===== src/rtl/chi_irq_pcie_pkg.sv =====
`default_nettype none
// ============================================================================
// Module  : chi_irq_pcie_pkg
// Purpose : Shared types and constants for the CHI interrupt -> PCIe
//           user-interrupt generator (FSM state encoding, timeout default).
// Ports   : none (package)
// Revision: 1.0 - initial release
// ============================================================================
package chi_irq_pcie_pkg;

  typedef enum logic [2:0] {
    ST_IDLE         = 3'd0,
    ST_REQ_ASSERT   = 3'd1,
    ST_ACTIVE       = 3'd2,
    ST_REQ_DEASSERT = 3'd3,
    ST_HOLDOFF      = 3'd4
  } state_t;

  localparam int TIMEOUT_DEFAULT = 4096;

  // True in the two states that wait for usr_irq_ack from the PCIe core.
  function automatic logic is_req_state(input state_t s);
    return (s == ST_REQ_ASSERT) || (s == ST_REQ_DEASSERT);
  endfunction

endpackage : chi_irq_pcie_pkg
`default_nettype wire


===== src/rtl/chi_irq_timer.sv =====
`default_nettype none
// ============================================================================
// Module  : chi_irq_timer
// Purpose : Loadable down-counter that saturates at zero.
// Ports   : clk, resetn      - clock, async active-low reset
//           load, load_val   - load count (load wins over dec)
//           dec              - decrement by one unless already zero
//           count, zero      - current count and count==0 flag
// Revision: 1.0 - initial release
// ============================================================================
module chi_irq_timer #(
  parameter int W = 16
) (
  input  logic         clk,
  input  logic         resetn,
  input  logic         load,
  input  logic         dec,
  input  logic [W-1:0] load_val,
  output logic [W-1:0] count,
  output logic         zero
);

  always_ff @(posedge clk or negedge resetn) begin
    if (!resetn) begin
      count <= '0;
    end else if (load) begin
      count <= load_val;
    end else if (dec && (count != '0)) begin
      count <= count - W'(1);
    end
  end

  assign zero = (count == '0);

endmodule : chi_irq_timer
`default_nettype wire


===== src/rtl/chi_irq_pcie_gen.sv =====
`default_nettype none
// ============================================================================
// Module  : chi_irq_pcie_gen
// Purpose : Converts the interrupt handler's level irq into a PCIe
//           usr_irq_req/usr_irq_ack handshake, returns one-cycle irq_ack
//           pulses per completed assert/deassert handshake, and provides a
//           programmable hold-off, an ack timeout flag, a spurious-ack flag
//           and a wrapping interrupt counter.
// Ports   : clk, resetn         - clock, async active-low reset
//           irq_in, irq_ack     - level irq in, one-cycle completion pulse out
//           enable              - gate for starting new interrupts
//           holdoff_cycles      - idle cycles after deassert completes (0=none)
//           usr_irq_req/ack     - PCIe core handshake
//           timeout_err         - sticky ack-timeout flag
//           spurious_ack        - sticky ack-outside-request flag
//           err_clear           - clears both sticky flags (set wins)
//           irq_count           - completed assert handshakes, wraps
//           state_dbg           - current FSM state
// Revision: 1.0 - initial release
// ============================================================================
module chi_irq_pcie_gen
  import chi_irq_pcie_pkg::*;
#(
  parameter int HOLDOFF_W      = 16,
  parameter int TIMEOUT_CYCLES = TIMEOUT_DEFAULT,
  parameter int CNT_W          = 32
) (
  input  logic                 clk,
  input  logic                 resetn,
  input  logic                 irq_in,
  output logic                 irq_ack,
  input  logic                 enable,
  input  logic [HOLDOFF_W-1:0] holdoff_cycles,
  output logic                 usr_irq_req,
  input  logic                 usr_irq_ack,
  output logic                 timeout_err,
  output logic                 spurious_ack,
  input  logic                 err_clear,
  output logic [CNT_W-1:0]     irq_count,
  output logic [2:0]           state_dbg
);

  localparam int             TMO_W    = $clog2(TIMEOUT_CYCLES) + 1;
  localparam logic [TMO_W-1:0] TMO_LOAD = TMO_W'(TIMEOUT_CYCLES);

  state_t                state, state_nxt;
  logic                  req_nxt, ack_nxt;
  logic                  hold_load, hold_dec, hold_zero;
  logic                  tmo_load, tmo_dec, tmo_zero;
  logic [HOLDOFF_W-1:0]  hold_count;
  logic [TMO_W-1:0]      tmo_count;
  logic                  timeout_hit, spurious_hit, count_inc;

  chi_irq_timer #(.W(HOLDOFF_W)) u_holdoff_timer (
    .clk      (clk),
    .resetn   (resetn),
    .load     (hold_load),
    .dec      (hold_dec),
    .load_val (holdoff_cycles),
    .count    (hold_count),
    .zero     (hold_zero)
  );

  chi_irq_timer #(.W(TMO_W)) u_timeout_timer (
    .clk      (clk),
    .resetn   (resetn),
    .load     (tmo_load),
    .dec      (tmo_dec),
    .load_val (TMO_LOAD),
    .count    (tmo_count),
    .zero     (tmo_zero)
  );

  always_ff @(posedge clk or negedge resetn) begin
    if (!resetn) begin
      state <= ST_IDLE;
    end else begin
      state <= state_nxt;
    end
  end

  always_comb begin
    state_nxt = state;
    hold_load = 1'b0;
    tmo_load  = 1'b0;
    case (state)
      ST_IDLE: begin
        if (irq_in && enable) begin
          state_nxt = ST_REQ_ASSERT;
          tmo_load  = 1'b1;
        end
      end
      ST_REQ_ASSERT: begin
        // The request is never retracted; only the ack moves us on.
        if (usr_irq_ack) state_nxt = ST_ACTIVE;
      end
      ST_ACTIVE: begin
        if (!irq_in) begin
          state_nxt = ST_REQ_DEASSERT;
          tmo_load  = 1'b1;
        end
      end
      ST_REQ_DEASSERT: begin
        if (usr_irq_ack) begin
          if (holdoff_cycles != '0) begin
            state_nxt = ST_HOLDOFF;
            hold_load = 1'b1;
          end else begin
            state_nxt = ST_IDLE;
          end
        end
      end
      ST_HOLDOFF: begin
        // Leaving on count==1 makes the hold-off last exactly the loaded
        // number of cycles; zero is only a guard.
        if (hold_zero || (hold_count == HOLDOFF_W'(1))) state_nxt = ST_IDLE;
      end
      default: state_nxt = ST_IDLE;
    endcase

    hold_dec = (state == ST_HOLDOFF);
    tmo_dec  = is_req_state(state) && !usr_irq_ack;

    req_nxt  = (state_nxt == ST_REQ_ASSERT) || (state_nxt == ST_ACTIVE);
    ack_nxt  = is_req_state(state) && usr_irq_ack;

    // Flag on the edge where the timeout counter goes 1 -> 0.
    timeout_hit  = tmo_dec && !tmo_zero && (tmo_count == TMO_W'(1));
    spurious_hit = usr_irq_ack && !is_req_state(state);
    count_inc    = (state == ST_REQ_ASSERT) && usr_irq_ack;
  end

  always_ff @(posedge clk or negedge resetn) begin
    if (!resetn) begin
      usr_irq_req  <= 1'b0;
      irq_ack      <= 1'b0;
      irq_count    <= '0;
      timeout_err  <= 1'b0;
      spurious_ack <= 1'b0;
    end else begin
      usr_irq_req <= req_nxt;
      irq_ack     <= ack_nxt;
      if (count_inc) irq_count <= irq_count + CNT_W'(1);

      if (timeout_hit)    timeout_err <= 1'b1;
      else if (err_clear) timeout_err <= 1'b0;

      if (spurious_hit)   spurious_ack <= 1'b1;
      else if (err_clear) spurious_ack <= 1'b0;
    end
  end

  assign state_dbg = state;

endmodule : chi_irq_pcie_gen
`default_nettype wire


===== config.mk =====
export PLATFORM = sky130hd
export DESIGN_NAME = chi_irq_pcie_gen
export DESIGN_NICKNAME = d
export VERILOG_FILES = /design/src/rtl/chi_irq_pcie_pkg.sv /design/src/rtl/chi_irq_timer.sv /design/src/rtl/chi_irq_pcie_gen.sv
export SDC_FILE = /design/constraint.sdc
export NUM_CORES = 1
export LEC_CHECK = 0
export ABC_AREA = 1
export CAP_MARGIN = 5
export CELL_PAD_IN_SITES_DETAIL_PLACEMENT = 2
export CELL_PAD_IN_SITES_GLOBAL_PLACEMENT = 2
export CORE_MARGIN = 2
export CORE_UTILIZATION = 30
export DETAILED_ROUTE_END_ITERATION = 8
export GPL_TIMING_DRIVEN = 0
export HOLD_SLACK_MARGIN = 0.05
export PLACE_DENSITY = 0.84
export SYNTH_ARGS = -nofsm -noshare
export SYNTH_HDL_FRONTEND = slang
export SYNTH_SLANG_ARGS = --single-unit

===== constraint.sdc =====
create_clock -name clk -period 1.9 [get_ports clk]
set_input_delay 0.285 -clock clk [delete_from_list [all_inputs] [get_ports clk]]
set_output_delay 0.285 -clock clk [all_outputs]
set_load 0.01 [all_outputs]

## After elaboration in Yosys (flattened, before gate mapping)

Cells that the tools add are included.

| cells by class | value |
|---|---|
| $add $sub $neg | 3 |
| eq/ne operators | 8 |
| mux-type cells | 20 |
| reductions and logical operators | 25 |

Operators by type and width:

| operator | number |
|---|---|
| 32-bit by 1-bit adder with 32-bit output (second input constant) | 1 |
| 16-bit 2-to-1 mux | 2 |
| 16-bit nonzero test | 2 |
| 13-bit 2-to-1 mux | 2 |
| 3-bit 2-to-1 mux | 6 |
| 16-bit by 1-bit equality test with 1-bit output (second input constant) | 1 |
| 16-bit logical NOT | 1 |
| 16-bit by 1-bit subtractor with 16-bit output (second input constant) | 1 |
| 3-bit case mux with 5 select lines | 1 |
| 13-bit by 1-bit equality test with 1-bit output (second input constant) | 1 |
| 13-bit logical NOT | 1 |
| 13-bit nonzero test | 1 |
| 13-bit by 1-bit subtractor with 13-bit output (second input constant) | 1 |
| 3-bit by 2-bit equality test with 1-bit output (second input constant) | 3 |
| 1-bit logical AND | 9 |
| 1-bit 2-to-1 mux | 8 |
| 2-bit nonzero test | 4 |
| 3-bit by 1-bit equality test with 1-bit output (second input constant) | 2 |
| 3-bit equality test (second input constant) | 1 |
| 1-bit logical NOT | 3 |
| 3-bit logical NOT | 1 |
| 1-bit logical OR | 3 |
| 1-bit case mux with 2 select lines | 1 |

| storage, ports and cells | value |
|---|---|
| bits in registers | 68 |
| input bits | 22 |
| output and inout bits | 39 |
| word-level logic and storage cells | 64 |

## Depth between registers and ports, before layout

| depth | value |
|---|---|
| depth in word-level cells | 6 |
| gate-level depth with buffers | 10 |
| mapped depth without buffers | 10 |

## Modules after synthesis

Synthesis repeated with hierarchy kept, for this count alone.

| second synthesis, totals | value |
|---|---|
| cell total of the unflattened synthesis | 642 |
| area, all modules | 4543.1 µm² |

Modules (own cells, without submodules):

| module | times used | cells an instance | area each (µm²) | seq. area each (µm²) |
|---|---|---|---|---|
| chi_irq_pcie_gen | 1 | 307 | 2277.2 | 975.9 |
| chi_irq_timer at u_holdoff_timer | 1 | 183 | 1255.0 | 400.4 |
| chi_irq_timer at u_timeout_timer | 1 | 152 | 1011.0 | 325.3 |

## Worst setup path before layout

OpenSTA, ideal clock, no wires.

| timing | value |
|---|---|
| kind | register -> register |
| start | register irq_count[0] |
| end | register irq_count[14] |
| setup time | 127 ps |
| arrival | 1399 ps |
| data required time | 1773 ps |
| setup slack | 374 ps |
| stages on the path, launching flop included | 8 |
| path buffers | 0 |
| period minus slack after synthesis | 1526 ps |
| cell sequence | dfrtp_1 > ha_1 > nand3_1 > nor2_1 > nand2_4 > nor2_4 > nand2_2 > xnor2_1 |

| between the ends | value |
|---|---|
| word-level cells in the longest chain between the ends | 1 |

Ends and longest elaborated chain:

| element | RTL line | text |
|---|---|---|
| from (decl) | chi_irq_pcie_gen.sv:39 | `output logic [CNT_W-1:0] irq_count,` |
| from (signal assigned) | chi_irq_pcie_gen.sv:143 | `if (count_inc) irq_count <= irq_count + CNT_W'(1);` |
| 32-bit by 1-bit adder with 32-bit output | chi_irq_pcie_gen.sv:143 |  |

Every way passes these cells.
A chain may end at the register's enable or synchronous reset.

## Worst setup path after layout

| timing | value |
|---|---|
| start | register state[1] (netlist: state_dbg[1]) |
| end | output port state_dbg[1] |

RTL lines:

| element | RTL line | text |
|---|---|---|
| from (decl) | chi_irq_pcie_gen.sv:46 | `state_t state, state_nxt;` |
| from (signal assigned) | chi_irq_pcie_gen.sv:78 | `state <= state_nxt;` |
| to (decl) | chi_irq_pcie_gen.sv:40 | `output logic [2:0] state_dbg` |

No word-level cell between the ends.

==> summary.md <==
| Metric | Value |
|---|---|
| Vias per cell | 4.927 |
| Synth Area in Adders | 1.421% |
| Arrival @ worst endpoint | 1.47 ns |
| Mux share of post-synthesis cell area | 0% |
| H-tree depth | 3 |
| Number of global-route vias before repair | 5100 |
| Fillers | 1740 |
| CTS Sinks | 68 |
| FP Rows | 44 |
| GRT Overall Usage | 20.91% |
| Sequential area share after synthesis | 38.65% |
| I/O pin total | 61 |
| Worst Path Required | 1.62 ns |
| RR Startpoint | u_holdoff_timer.count[0] |
| Post-Syn Instances | 652 |
| Worst Hold Class | input port to async pin |
| Setup Viol. Count Final | 0 |
| FF-to-FF path depth | 10 |
| Post-Synth XOR/XNOR Area | 4.774% |
| Max stage delay cell, worst path | clkdlybuf4s50_1 |
| Final ANT Viol Nets | 0 |
| TritonCTS clock tree | yes |
| Worst-Skew Late Latency | 0.35 ns |
| Final Hold Vio Count | 0 |
| Nets | 752 |
| CP Class | register to output port |
| Post-CTS Setup Inserts | 0 |
| Status | finished, final reports clean |
| Post-DP HPWL | 11770 microns |
| Lkg Pwr | 2.632 nW |
| Post-synthesis compound-gate area fraction | 1.336% |
| Core area | 14420 sq um |
| Clk root buf | clkbuf_16 |
| Synth warn | 0 |
| Hold_ws | 0.3682 ns |
| Syn_area_per_cell | 6.753 sq um |
| Worst setup EP type | output port |
| Reg2reg setup slack | 0.15 ns |
| Initial core utilization | 30.53% |
| Die X | 125.1 microns |
| Share of cells above drive strength 1 | 7.545% |
| CP max stage delay | 0.60 ns |
| Synth Register Bits | 68 |
| Cell Area, Synth | 4403 sq um |
| Area Growth Syn to Fin | 26.68% |
| Aggregate global routing overflow | 0 |
| Max Slew Vio Count | 0 |
| GPL Wtd Cong | 0.8157 |
| Yosys cell types | 27 |
| Crit-path cells | clkdlybuf4s50_1 |
| Max-Cap Viols | 0 |
| # port buffers | 60 |
| Setup repair after global routing missed its margin | false |
| Routed WL | 15500 microns |
| Largest net degree at the start of global routing | 53 |
| Max Buffers Root-to-Sink | 2 |
| Post-Route Setup TNS | 0 ns |
| Antenna violations before repair | 0 |
| CP bufs+invs | 1 |
| Peak supply drop | 0.0004199 V |
| Worst r2r dst | u_holdoff_timer.count[0] |
| Slew headroom | 61.73% |
| First-pass DRT Iterations | 4 |
| Time the worst path needs with I/O delays and setup | 1.760 ns |
| DIE AREA | 15660 sq um |
| CP top delay family | buffers and inverters |
| Setup crit start kind | register |
| Via count | 4498 |
| Power density over cell area | 1210 nW/um^2 |
| Total CTS buffers | 9 |
| Fin Clk Skew | 0.004596 ns |
| Antenna cells | 0 |
| Die H | 125.1 microns |
| DR WL/cell | 16.97 microns |
| Simple-gate share of the synthesized area | 48.22% |
| Period utilisation layout | 92.62% |
| Fmax | 568.3 MHz |
| Clk pin slew, worst setup/hold paths | 0.06 ns |
| Initial DRC count | 145 |
| Crit-path max FO | 6 |
| Synthesized Nets | 679 |
| Actual slew at the worst max-slew pin | 0.5741 ns |
| Remaining DRCs | 0 |
| First-pass GRT wire length | 26300 microns |
| Main combinational cell family by area after synthesis | simple AND/OR/NAND/NOR gates |
registers in the layout (all words and copies together) (netlist names):
signal	cells
state_dbg	3
irq_count	32
u_holdoff_timer.count	16
u_timeout_timer.count	13
timeout_err	1
spurious_ack	1
usr_irq_req	1
irq_ack	1
repair_timing:
item,CTS,global route
resized for setup,0,7
hold buffers,1,0
setup endpoints to repair,0,20
endpoints found under the hold margin,16,0
routing by layer:
metal  vias up  part of all wire, %  wire length [microns]  track usage, %
li1       2159                    -                      -               -
met1      2267                   44                   6879           26.30
met2        54                   51                   7975           37.02
met3        18                  2.3                    353           2.567
met4         0                  1.9                    290           7.255
met5         -                    0                      0               0
area by class of cell:
cell class	count	area [sq um]	area share [%]
repair buffers	62	635.6	11.40
multi-input cells	523	2477	44.41
clock inverters	2	35.03	0.6281
clock buffers	13	250.2	4.486
flip-flops and latches	68	1703	30.53
well taps	184	230.2	4.127
inverters	57	216.5	3.881
plain buffers	4	30.03	0.5384
layout by cell type (no fill, tap or decap), types with 2 or more instances in the layout:
master	netlist	final
xnor2_1	8	8
nand4_1	5	5
o22ai_1	2	2
clkbuf_16	0	9
clkbuf_1	2	5
nand3_1	46	46
inv_1	49	49
nand3b_1	21	21
nor2_4	3	3
nor2_2	7	10
xor2_1	16	16
nor2_1	117	114
ha_1	5	3
buf_6	2	2
o21ai_0	5	5
nand2_4	3	3
nand2_1	269	269
dfrtp_1	68	67
nand2_2	6	6
inv_2	7	7
clkdlybuf4s50_1	0	59
nor2_8	3	3
nand3_4	2	2
kinds of logic (layout without fill, tap and decap cells):
logic type | after synthesis | count (layout)
AOI/OAI and AO/OA | 10 | 10
xor gates and xnor gates | 24 | 24
buffers and inverters | 61 | 138
adders and majority gates | 5 | 5
DFF | 68 | 68
and+or+nand+nor | 484 | 484
report_power, final:
| part | leakage, nW | internal (mW) | switching, mW |
|---|---|---|---|
| Combinational | 1.61 | 1.01 | 1.73 |
| Sequential | 0.885 | 1.82 | 0.480 |
| Clock | 0.140 | 1.04 | 0.658 |
| Total | 2.63 | 3.88 | 2.87 |
cell usage after synthesis:
cell	instances	area (sq um)
a31o_2	1	8.760
nor2_8	3	60.06
or2_1	1	6.260
clkbuf_1	2	7.510
nand2_1	269	1010
o22ai_1	2	12.51
nor2_1	117	439.2
nand3_4	2	35.03
dfrtp_1	68	1702
xnor2_1	8	70.07
nor2_4	3	33.78
nand2_2	6	37.54
xor2_1	16	140.1
nand2_4	3	33.78
nand3b_1	21	157.7
o21ai_1	1	5.000
inv_2	7	26.28
o211ai_1	1	7.510
inv_1	49	183.9
nand4_1	5	31.28
ha_1	5	62.56
nor3_1	1	5.000
buf_6	2	22.52
inv_4	1	6.260
nand3_1	46	230.2
o21ai_0	5	25.02
nor2_2	7	43.79
worst max path at each step:
stage	start	endpoint	slack, ns	cells after the start
global placement	resetn	irq_count[25]	-2.09	1
global route	u_holdoff_timer.count[0]	u_holdoff_timer.count[0]	0.01	10
detailed placement	usr_irq_ack	irq_count[26]	-0.18	7
floorplan	irq_count[0]	irq_count[14]	0.37	7
CTS	u_holdoff_timer.count[9]	u_holdoff_timer.count[0]	0.04	9
finish	state_dbg[1]	state_dbg[1]	0.14	1
stage by stage:
| step | std cells | util (%) | area (sq um) | power [mW] | worst slack [ns] |
|---|---|---|---|---|---|
| 2_1_floorplan | 652 | - | 4403 | 4.039 | 0.3741 |
| 3_3_place_gp | 896 | 36.29 | 5234 | 4.799 | -2.091 |
| 3_5_place_dp | 897 | 36.46 | 5259 | 5.022 | -0.1786 |
| 4_1_cts | 913 | 38.51 | 5554 | 6.800 | 0.04345 |
| 5_1_grt | 913 | 38.67 | 5578 | 7.305 | 0.01101 |
| 6_report | 913 | 38.67 | 5578 | 6.751 | 0.1403 |
(Power assumes the default switching activity.)
